`config.mk`:
```
export PLATFORM = sky130hd
export DESIGN_NAME = fixed_p_std_div_pipe
export DESIGN_NICKNAME = d
export VERILOG_FILES = /design/src/rtl/fixed_p_std_div_pipe.sv
export SDC_FILE = /design/constraint.sdc
export NUM_CORES = 1
export LEC_CHECK = 0
export BUFFER_PORTS_ARGS = -buffer_cell sky130_fd_sc_hd__buf_2
export CAP_MARGIN = 25
export CORE_UTILIZATION = 48
export CTS_BUF_LIST = sky130_fd_sc_hd__clkbuf_4 sky130_fd_sc_hd__clkbuf_8
export DETAILED_ROUTE_END_ITERATION = 10
export PLACE_DENSITY = 0.68
export SYNTH_ARGS = -nofsm -noshare
export SYNTH_HDL_FRONTEND = slang
export SYNTH_SLANG_ARGS = --single-unit
```
`constraint.sdc`:
```
create_clock -name clk -period 6 [get_ports clk]
set_input_delay 1.8 -clock clk [delete_from_list [all_inputs] [get_ports clk]]
set_output_delay 1.8 -clock clk [all_outputs]
set_load 0.02 [all_outputs]
```
`src/rtl/fixed_p_std_div_pipe.sv`:
```
// Unsigned fixed-point divider: (left << fract_width) / right, computed by
// restoring division one quotient bit per cycle, MSB first.
module fixed_p_std_div_pipe #(
    parameter int width       = 32,
    parameter int int_width   = 8,
    parameter int fract_width = 24
) (
    input  logic             clk,
    input  logic             reset,
    input  logic             go,
    input  logic [width-1:0] left,
    input  logic [width-1:0] right,
    output logic [width-1:0] out_quotient,
    output logic [width-1:0] out_remainder,
    output logic             done
);

    localparam int ITER = width + fract_width;
    localparam int CW   = $clog2(ITER + 1);

    typedef enum logic [1:0] {
        IDLE = 2'd0,
        RUN  = 2'd1,
        DONE = 2'd2
    } state_t;

    if (int_width + fract_width != width) begin : g_format_check
        $error("fixed_p_std_div_pipe: int_width + fract_width must equal width");
    end

    state_t              state_q, state_d;
    logic [CW-1:0]       cnt_q, cnt_d;
    logic [ITER-1:0]     dvd_q, dvd_d;
    logic [width-1:0]    div_q, div_d;
    logic [width-1:0]    rem_q, rem_d;
    logic [width-1:0]    quo_q, quo_d;
    logic [width-1:0]    out_quotient_q, out_quotient_d;
    logic [width-1:0]    out_remainder_q, out_remainder_d;
    logic                done_q, done_d;

    logic [width:0]      trial_s;
    logic [width:0]      diff_s;
    logic [width-1:0]    rem_nxt_s;
    logic [width-1:0]    quo_nxt_s;

    // Next-state, datapath iteration and result loading.
    always_comb begin
        state_d         = state_q;
        cnt_d           = cnt_q;
        dvd_d           = dvd_q;
        div_d           = div_q;
        rem_d           = rem_q;
        quo_d           = quo_q;
        out_quotient_d  = out_quotient_q;
        out_remainder_d = out_remainder_q;
        done_d          = 1'b0;

        // Partial remainder stays below the divisor, so width+1 bits hold the shifted trial.
        trial_s = {rem_q, dvd_q[ITER-1]};
        diff_s  = trial_s - {1'b0, div_q};
        if (diff_s[width] == 1'b0) begin
            rem_nxt_s = diff_s[width-1:0];
            quo_nxt_s = {quo_q[width-2:0], 1'b1};
        end else begin
            rem_nxt_s = trial_s[width-1:0];
            quo_nxt_s = {quo_q[width-2:0], 1'b0};
        end

        case (state_q)
            IDLE: begin
                if (go) begin
                    if (right != {width{1'b0}}) begin
                        dvd_d   = {left, {fract_width{1'b0}}};
                        div_d   = right;
                        rem_d   = {width{1'b0}};
                        quo_d   = {width{1'b0}};
                        cnt_d   = {CW{1'b0}};
                        state_d = RUN;
                    end else begin
                        out_quotient_d  = {width{1'b1}};
                        out_remainder_d = left;
                        done_d          = 1'b1;
                        state_d         = DONE;
                    end
                end else begin
                    state_d = IDLE;
                end
            end
            RUN: begin
                dvd_d = {dvd_q[ITER-2:0], 1'b0};
                rem_d = rem_nxt_s;
                quo_d = quo_nxt_s;
                if (cnt_q == CW'(ITER - 1)) begin
                    out_quotient_d  = quo_nxt_s;
                    out_remainder_d = rem_nxt_s;
                    done_d          = 1'b1;
                    state_d         = DONE;
                end else begin
                    cnt_d = cnt_q + {{(CW-1){1'b0}}, 1'b1};
                end
            end
            DONE: begin
                state_d = IDLE;
            end
            default: begin
                state_d = IDLE;
            end
        endcase
    end

    // State and output registers with synchronous active-low reset.
    always_ff @(posedge clk) begin
        if (!reset) begin
            state_q         <= IDLE;
            cnt_q           <= {CW{1'b0}};
            dvd_q           <= {ITER{1'b0}};
            div_q           <= {width{1'b0}};
            rem_q           <= {width{1'b0}};
            quo_q           <= {width{1'b0}};
            out_quotient_q  <= {width{1'b0}};
            out_remainder_q <= {width{1'b0}};
            done_q          <= 1'b0;
        end else begin
            state_q         <= state_d;
            cnt_q           <= cnt_d;
            dvd_q           <= dvd_d;
            div_q           <= div_d;
            rem_q           <= rem_d;
            quo_q           <= quo_d;
            out_quotient_q  <= out_quotient_d;
            out_remainder_q <= out_remainder_d;
            done_q          <= done_d;
        end
    end

    assign out_quotient  = out_quotient_q;
    assign out_remainder = out_remainder_q;
    assign done          = done_q;

endmodule
```
Word-level counts from Yosys, hierarchy flattened
Cells that the tools add are included.

Output and inout bits: 65. Input port bits: 67. Logic and storage cells: 54. Register bits after elaboration: 224.

Add/sub/neg operators: 2. Equal/unequal tests: 7. Muxes and demuxes: 29. Reduce and logical (&&, ||, !) cells: 7.

Operators by type and width (count): $mux 32 (9); $pmux 32 s2 (3); $mux 56 (2); $pmux 56 s2 (1); $pmux 31 s2 (1); $sub 33x32->33 (1); $reduce_bool 32->1 (1); $mux 6 (3); $pmux 6 s2 (1); $ne 2x2->1 const B (5); $reduce_and 4->1 (2); $add 6x1->6 const B (1); $eq 6x6->1 const B (1); $mux 2 (3); $reduce_and 3->1 (2); $mux 1 (4); $pmux 2 s2 (1); $eq 2x1->1 const B (1); $logic_not 2->1 (1); $pmux 1 s2 (1); $reduce_bool 2->1 (1).

Logic depth before layout (Yosys ltp)
Gate-level depths: netlist of run 1.

Depth in word-level cells: 4. Depth in mapped cells: 15. Depth with buffers taken out: 13.

Worst setup path after synthesis of run 1
No wires, ideal clock.

Kind: input port to flip-flop. From: input right[24]. To: register div_q[10]. Path buffers: 2. Data required time: 5.883 ns. Arrival: 3.542 ns. Path slack: 2.341 ns. Library setup time: 0.117 ns. Stages: 8. Path through: nor4_1 -> nand4_1 -> o21ai_0 -> or3_1 -> clkbuf_1 -> clkbuf_1 -> mux2i_1 -> nor2b_1.

Word-level cells in the longest chain between the ends: 2.

RTL lines: start: declaration (line 12) `input logic [width-1:0] right,`; $reduce_bool 32->1 (line 72) `if (right != {width{1'b0}}) begin`; $reduce_and 3->1 (no source line); end signal: assignment (line 117) `div_q <= {width{1'b0}};`; end signal: assignment (line 127) `div_q <= div_d;`; end: declaration (line 34) `logic [width-1:0] div_q, div_d;`.

Every way passes these cells. A chain may end at the register's enable or synchronous reset.

Worst setup path in the final report of run 1
From: input right[6]. To: register div_q[29].

Same word-level chain as after synthesis.

==> impl_results.md, run 1 <==
- Status: finished, final reports clean
- Max-slew violations: 0
- Power Total: 4.06 mW
- Crit path arrival time: 4590 ps
- DRT iter0 DRCs: 667
- Clk buf depth: 2
- Mean Syn Cell Area: 8.60 µm²
- Clk sinks: 200
- TritonCTS clock tree: done
- Worst Clk Skew: 16.7 ps
- Share of the synthesized area in the top cell type: 41.3%
- Reg2reg start: dvd_q[55]
- Critical path endpoint category: register
- Grt total ovfl: 0
- Vias post-DR: 8,304
- Share of flip-flops with an asynchronous set or reset: 0%
- Area contributors post-synth: dfxtp_1, nand2_1, ha_1
- WL final: 24.8 mm
- CP Class: in -> reg
- Most frequent cells in the layout: dfxtp_1, nand2_1, buf_2
- Die W: 144 µm
- Share of cells above drive strength 1: 19.4%
- Clk Latency, worst-skew pair: 490 ps
- CP startpoint kind: primary input
- Post-cts resize count: 0
- Setup crit start: right[6]
- Largest net degree at the start of global routing: 102
- Synth warn: 0
- Vias in the first global route: 7,586
- Root Driver: clkbuf_8
- DR WL/cell: 16.6 µm
- Final antenna-violating net count: 0
- Final GP Congestion: 0.851
- Top_reg_cell synth: dfxtp_1
- Initial core utilization: 49.3%
- Core area: 19,700 µm²
- Critical path data required time: 6360 ps
- Final min period: 4230 ps
- Finished Cell Area: 11,000 µm²
- Mapped Area: 9690 µm²
- Fmax: 0.236 GHz
- ANT cells: 0
- Cell Count, Final, Fillers Out: 1,493
- Initial antenna violation count: 1
- Power Density: 369 nW/µm²
- # DRC: 0
- Slew HR: 29.6%
- # nets final: 1,316
- Synth area leader: dfxtp_1
- Post-synth EDFFs: 0
- Die ar.: 20,800 µm²
- HPWL after detailed placement: 17.3 mm
- H-tree Lvls: 4
- Setup-failing EPs final: 0
- # port buffers: 131
- Placed cells: 1,459
- Site row count: 51
- Clk slew on worst S/H paths: 120 ps
- Slew @ Worst Pin: 1060 ps
- Cts bufs inserted: 17
- Die height: 144 µm
- RSZ-0062 raised after global routing: false
- Leak: 5.01 nW
- Hold Path Origin: out_remainder[29]
- Hold-fix buffers at CTS: 0
- Synth Register Bits: 200
- Dpl cell area: 10,500 µm²
- Worst hold path class: reg -> reg
- IO Pins: 132
- VDD IR max: 0.169 mV
- Final hold vios: 0
- Iteration count of the initial detailed-routing pass: 5
- Vias/cell: 5.56
- Max-Cap Viols: 0
- Setup Total Neg Slack: 0 ps
- Post-synthesis sequential area ratio: 41.3%
- Gr usage total: 24.5%
- Wire length of the first global-routing pass: 39.7 mm
- Commonest non-fill, non-tap cell in the layout: dfxtp_1
- Postcts setup bufs: 0
- Net Count, Synth: 1,228
- Layout area overhead: 13.4%
- Post-Syn Instances: 1,127
- Synth unique cells: 59
- Period utilization: 70.6%
- Crit-path max FO: 33
worst max-delay path, stage by stage:
cell and delay (ps):
buf_2 100, nor4_1 560, nand4_1 310, o21ai_0 530
or3_2 930, mux2i_1 270, nor2_1 60
area by class of cell:
class	instances	area, µm²
clock buffers	17	234
clock inverters	15	220
fillers	1895	8660
inverters	48	180
multi-input cells	805	5220
flip-flops and latches	200	4000
well taps	265	332
repair buffers	143	796
where the power goes:
| part | leakage, nW | switching [mW] | internal [mW] | total [mW] |
|---|---|---|---|---|
| Combinational | 3.17 | 0.974 | 0.684 | 1.66 |
| Clock | 0.222 | 0.594 | 0.344 | 0.938 |
| Sequential | 1.62 | 0.0579 | 1.40 | 1.46 |
| Total | 5.01 | 1.63 | 2.43 | 4.06 |
cell families (layout without fill, tap and decap cells):
logic type | count (synthesis) | after routing | synth area share (%)
buf+inv | 122 | 223 | 5.12
mux | 57 | 57 | 6.13
compound gates | 311 | 311 | 23.0
fa+ha+maj | 34 | 34 | 4.47
simple gates | 372 | 372 | 17.2
flops | 200 | 200 | 41.3
xor+xnor | 31 | 31 | 2.80
metal layers:
layer | vias up | wire length (µm) | share of wire [%] | global-route usage [%]
li1 | 4205 | - | - | -
met3 | 17 | 1350 | 5.4 | 4.57
met4 | 0 | 212 | 0.86 | 5.10
met1 | 3865 | 12600 | 51 | 36.5
met2 | 217 | 10600 | 43 | 36.3
met5 | - | 0 | 0 | 0
synthesized netlist by cell type, types with 26 or more instances:
master,number
inv_1,47
a31oi_1,26
a21oi_1,61
a22oi_1,31
ha_1,33
o221a_2,31
dfxtp_1,200
o211a_1,33
nor2_1,81
nor2b_1,35
nand2_1,165
nand3_1,47
clkbuf_1,63
mux2i_1,38
o21ai_0,61
final timing paths:
kind / cells after the start / to / slack (ps)
worst max-delay path: 7 / div_q[29] / 1770
worst min register to register: 2 / out_remainder[29] / 480
worst min-delay path: 2 / out_remainder[29] / 480
worst max register to register: 14 / out_remainder[23] / 1890
sequential cells by signal (all words and copies together) (netlist names):
name           cells
cnt_q              6
div_q             32
done               1
dvd_q             32
out_quotient      32
out_remainder     32
quo_q             31
rem_q             32
state_q            2
through the flow:
| step | utilization (%) | hold WS [ps] | setup WS [ps] |
|---|---|---|---|
| floorplan | - | 443 | 2340 |
| global placement | 53.2 | 456 | 1460 |
| detailed placement | 53.3 | 462 | 1290 |
| CTS | 55.6 | 480 | 1820 |
| global route | 55.9 | 494 | 1560 |
| finish | 55.9 | 477 | 1770 |
Power figures use the tool's default switching activity.
==> inputs of run 2 (changes only) <==
- PLACE_DENSITY: 0.68 -> 0.71
- clock period: 6 -> 3.8 ns (I/O delays scaled with it)
==> run 2 against run 1 <==
  * Sequential power rose by 58%
  * Clock skew decreased by 0.81 ps
  * Clock-buffer cell count stayed put
  * Via count is 1.8% higher
  * Global-route usage grew 0.11 points
  * Utilization rose by 0.38 points
  * Register-to-register slack got worse by 1400 ps
  * Flip-flop and latch count did not move
  * Cell count rose by 0.27%
  * Sequential share of layout area fell by 0.25 points
  * Die area unchanged
  * First-iteration DRC count up 4.9%
  * Critical path type is now reg -> reg
  * Critical endpoint is now out_remainder[22]
==> impl_results.md, run 2 (synthesized netlist as in run 1, its figures left out) <==
- Slew HR: 58.5% (was 29.6%)
- CP Class: reg -> reg (was in -> reg)
- Postcts setup bufs: 0 (unchanged)
- Initial core utilization: 49.3% (unchanged)
- Critical path data required time: 4220 ps (was 6360 ps)
- Crit path arrival time: 3730 ps (was 4590 ps)
- Top delay family on crit path: compound AO/OA/AOI/OAI gates (was simple AND/OR/NAND/NOR gates)
- Die ar.: 20,800 µm² (unchanged)
- # DRC: 0 (unchanged)
- # nets final: 1,320 (was 1,316)
- Max-slew violations: 0 (unchanged)
- Share of cells above drive strength 1: 19.6% (was 19.4%)
- DRT iter0 DRCs: 700 (was 667)
- Gr usage total: 24.6% (was 24.5%)
- Layout area overhead: 14.1% (was 13.4%)
- Vias post-DR: 8,454 (was 8,304)
- Clk buf depth: 2 (unchanged)
- Most frequent CP cell: inv_1
- Hold-fix buffers at CTS: 0 (unchanged)
- WL final: 25.1 mm (was 24.8 mm)
- Worst hold path class: reg -> reg (unchanged)
- Largest net degree at the start of global routing: 88 (was 102)
- Root Driver: clkbuf_8 (unchanged)
- # port buffers: 131 (unchanged)
- Max-Cap Viols: 0 (unchanged)
- Final GP Congestion: 0.931 (was 0.851)
- Cts bufs inserted: 17 (unchanged)
- Vias in the first global route: 7,631 (was 7,586)
- Cell chain of the critical path: inv_1, ha_1, inv_1, fa_1, a21oi_1, o21ai_1, o21ai_0, nor4_1, or4_1, xor2_1, mux2_2, nand2_1, a31oi_1 (was buf_2, nor4_1, nand4_1, o21ai_0, or3_2, mux2i_1, nor2_1)
- DP Worst Slack: 419 ps (was 1290 ps)
- VDD IR max: 0.298 mV (was 0.169 mV)
- Status: finished, final reports clean (unchanged)
- WP buf/inv: 2 (was 1)
- Grt total ovfl: 0 (unchanged)
- Worst Hold Depth: 2 (unchanged)
- Dpl cell area: 10,600 µm² (was 10,500 µm²)
- Final min period: 3300 ps
- Site row count: 51 (unchanged)
- Setup crit start: dvd_q[55] (was right[6])
- Hold_ws: 485 ps (was 477 ps)
- Period utilization: 86.9%
- Crit-path max FO: 3 (was 33)
- Vias/cell: 5.65 (was 5.56)
- Worst Clk Skew: 15.9 ps (was 16.7 ps)
- HPWL after detailed placement: 17.8 mm (was 17.3 mm)
- Slew @ Worst Pin: 623 ps (was 1060 ps)
- Iteration count of the initial detailed-routing pass: 5 (unchanged)
- CP peak stage delay: 510 ps (was 930 ps)
- Power Total: 6.46 mW (was 4.06 mW)
- Wire length of the first global-routing pass: 39.8 mm (was 39.7 mm)
- Critical path endpoint: out_remainder[22] (was div_q[29])
- Critical path endpoint category: register (unchanged)
- Setup Total Neg Slack: 0 ps (unchanged)
- Most frequent cells in the layout: dfxtp_1, nand2_1, buf_2 (unchanged)
- Power Density: 583 nW/µm² (was 369 nW/µm²)
- Initial antenna violation count: 1 (unchanged)
- FF-to-FF setup slack: 500 ps (was 1890 ps)
- Die W: 144 µm (unchanged)
- TritonCTS clock tree: done (unchanged)
- Finished Cell Area: 11,100 µm² (was 11,000 µm²)
- Cells on worst reg2reg path: 13 (was 14)
- Post-cts resize count: 0 (unchanged)
- Core area: 19,700 µm² (unchanged)
- Final hold vios: 0 (unchanged)
- IO Pins: 132 (unchanged)
- Clk sinks: 200 (unchanged)
- Setup-failing EPs final: 0 (unchanged)
- Leak: 5.05 nW (was 5.01 nW)
- Final antenna-violating net count: 0 (unchanged)
- CP max stage cell: o21ai_0 (was or3_2)
- Fillers: 1,876 (was 1,895)
- ANT cells: 0 (unchanged)
- R2r endpoint: out_remainder[22] (was out_remainder[23])
- H-tree Lvls: 4 (unchanged)
- RSZ-0062 raised after global routing: false (unchanged)
- Setup ws final: 497 ps (was 1770 ps)
- Die height: 144 µm (unchanged)
- Commonest non-fill, non-tap cell in the layout: dfxtp_1 (unchanged)
- WP depth: 13 (was 7)
- Fmax: 0.303 GHz
- Reg2reg start: dvd_q[55] (unchanged)
- Clk slew on worst S/H paths: 120 ps (about the same)
- Clk Latency, worst-skew pair: 500 ps (was 490 ps)
- CP startpoint kind: register (was primary input)
- DR WL/cell: 16.8 µm (was 16.6 µm)
-- run 2: layout make-up --
type                    count  area, µm²  area share (%)
clock buffers              17        234            2.11
clock inverters            15        225            2.04
inverters                  48        180            1.63
multi-input cells         805       5220            47.2
flip-flops and latches    200       4000            36.2
well taps                 265        332            3.00
repair buffers            147        866            7.83
-- run 2: report_power, final --
| part | switching (mW) | total, mW | internal, mW |
|---|---|---|---|
| Clock | 0.950 | 1.49 | 0.544 |
| Sequential | 0.0928 | 2.31 | 2.21 |
| Combinational | 1.54 | 2.66 | 1.11 |
| Total | 2.59 | 6.46 | 3.87 |
-- run 2: worst min-delay path: cells and delay by family, from the launching register on --
family	cells	cell delay (ps)
DFF	1	340
and+or+nand+nor	1	60
AOI/OAI and AO/OA	1	50
-- run 2: worst min path at each step --
| stage | startpoint | slack [ps] | endpoint |
|---|---|---|---|
| CTS | rem_q[13] | 480 | rem_q[13] |
| detailed placement | dvd_q[24] | 460 | dvd_q[24] |
| finish | rem_q[16] | 490 | rem_q[16] |
| global placement | dvd_q[24] | 450 | dvd_q[24] |
| global route | rem_q[13] | 500 | rem_q[13] |
| floorplan | rem_q[28] | 440 | rem_q[28] |
-- run 2: per-layer routing --
metal	GRT usage, %	share of wire, %	vias to the layer above
met4	5.99	1.1	2
met1	36.9	51	3989
met3	4.04	5.5	23
li1	-	-	4205
met5	0	0.052	-
met2	36.2	42	235
-- run 2: per-stage QoR --
step	utilization, %	cells
after floorplan	-	1127
final	56.3	1497
after CTS	56.3	1497
after global placement	54.0	1465
after global routing	56.3	1497
after detailed placement	54.0	1465
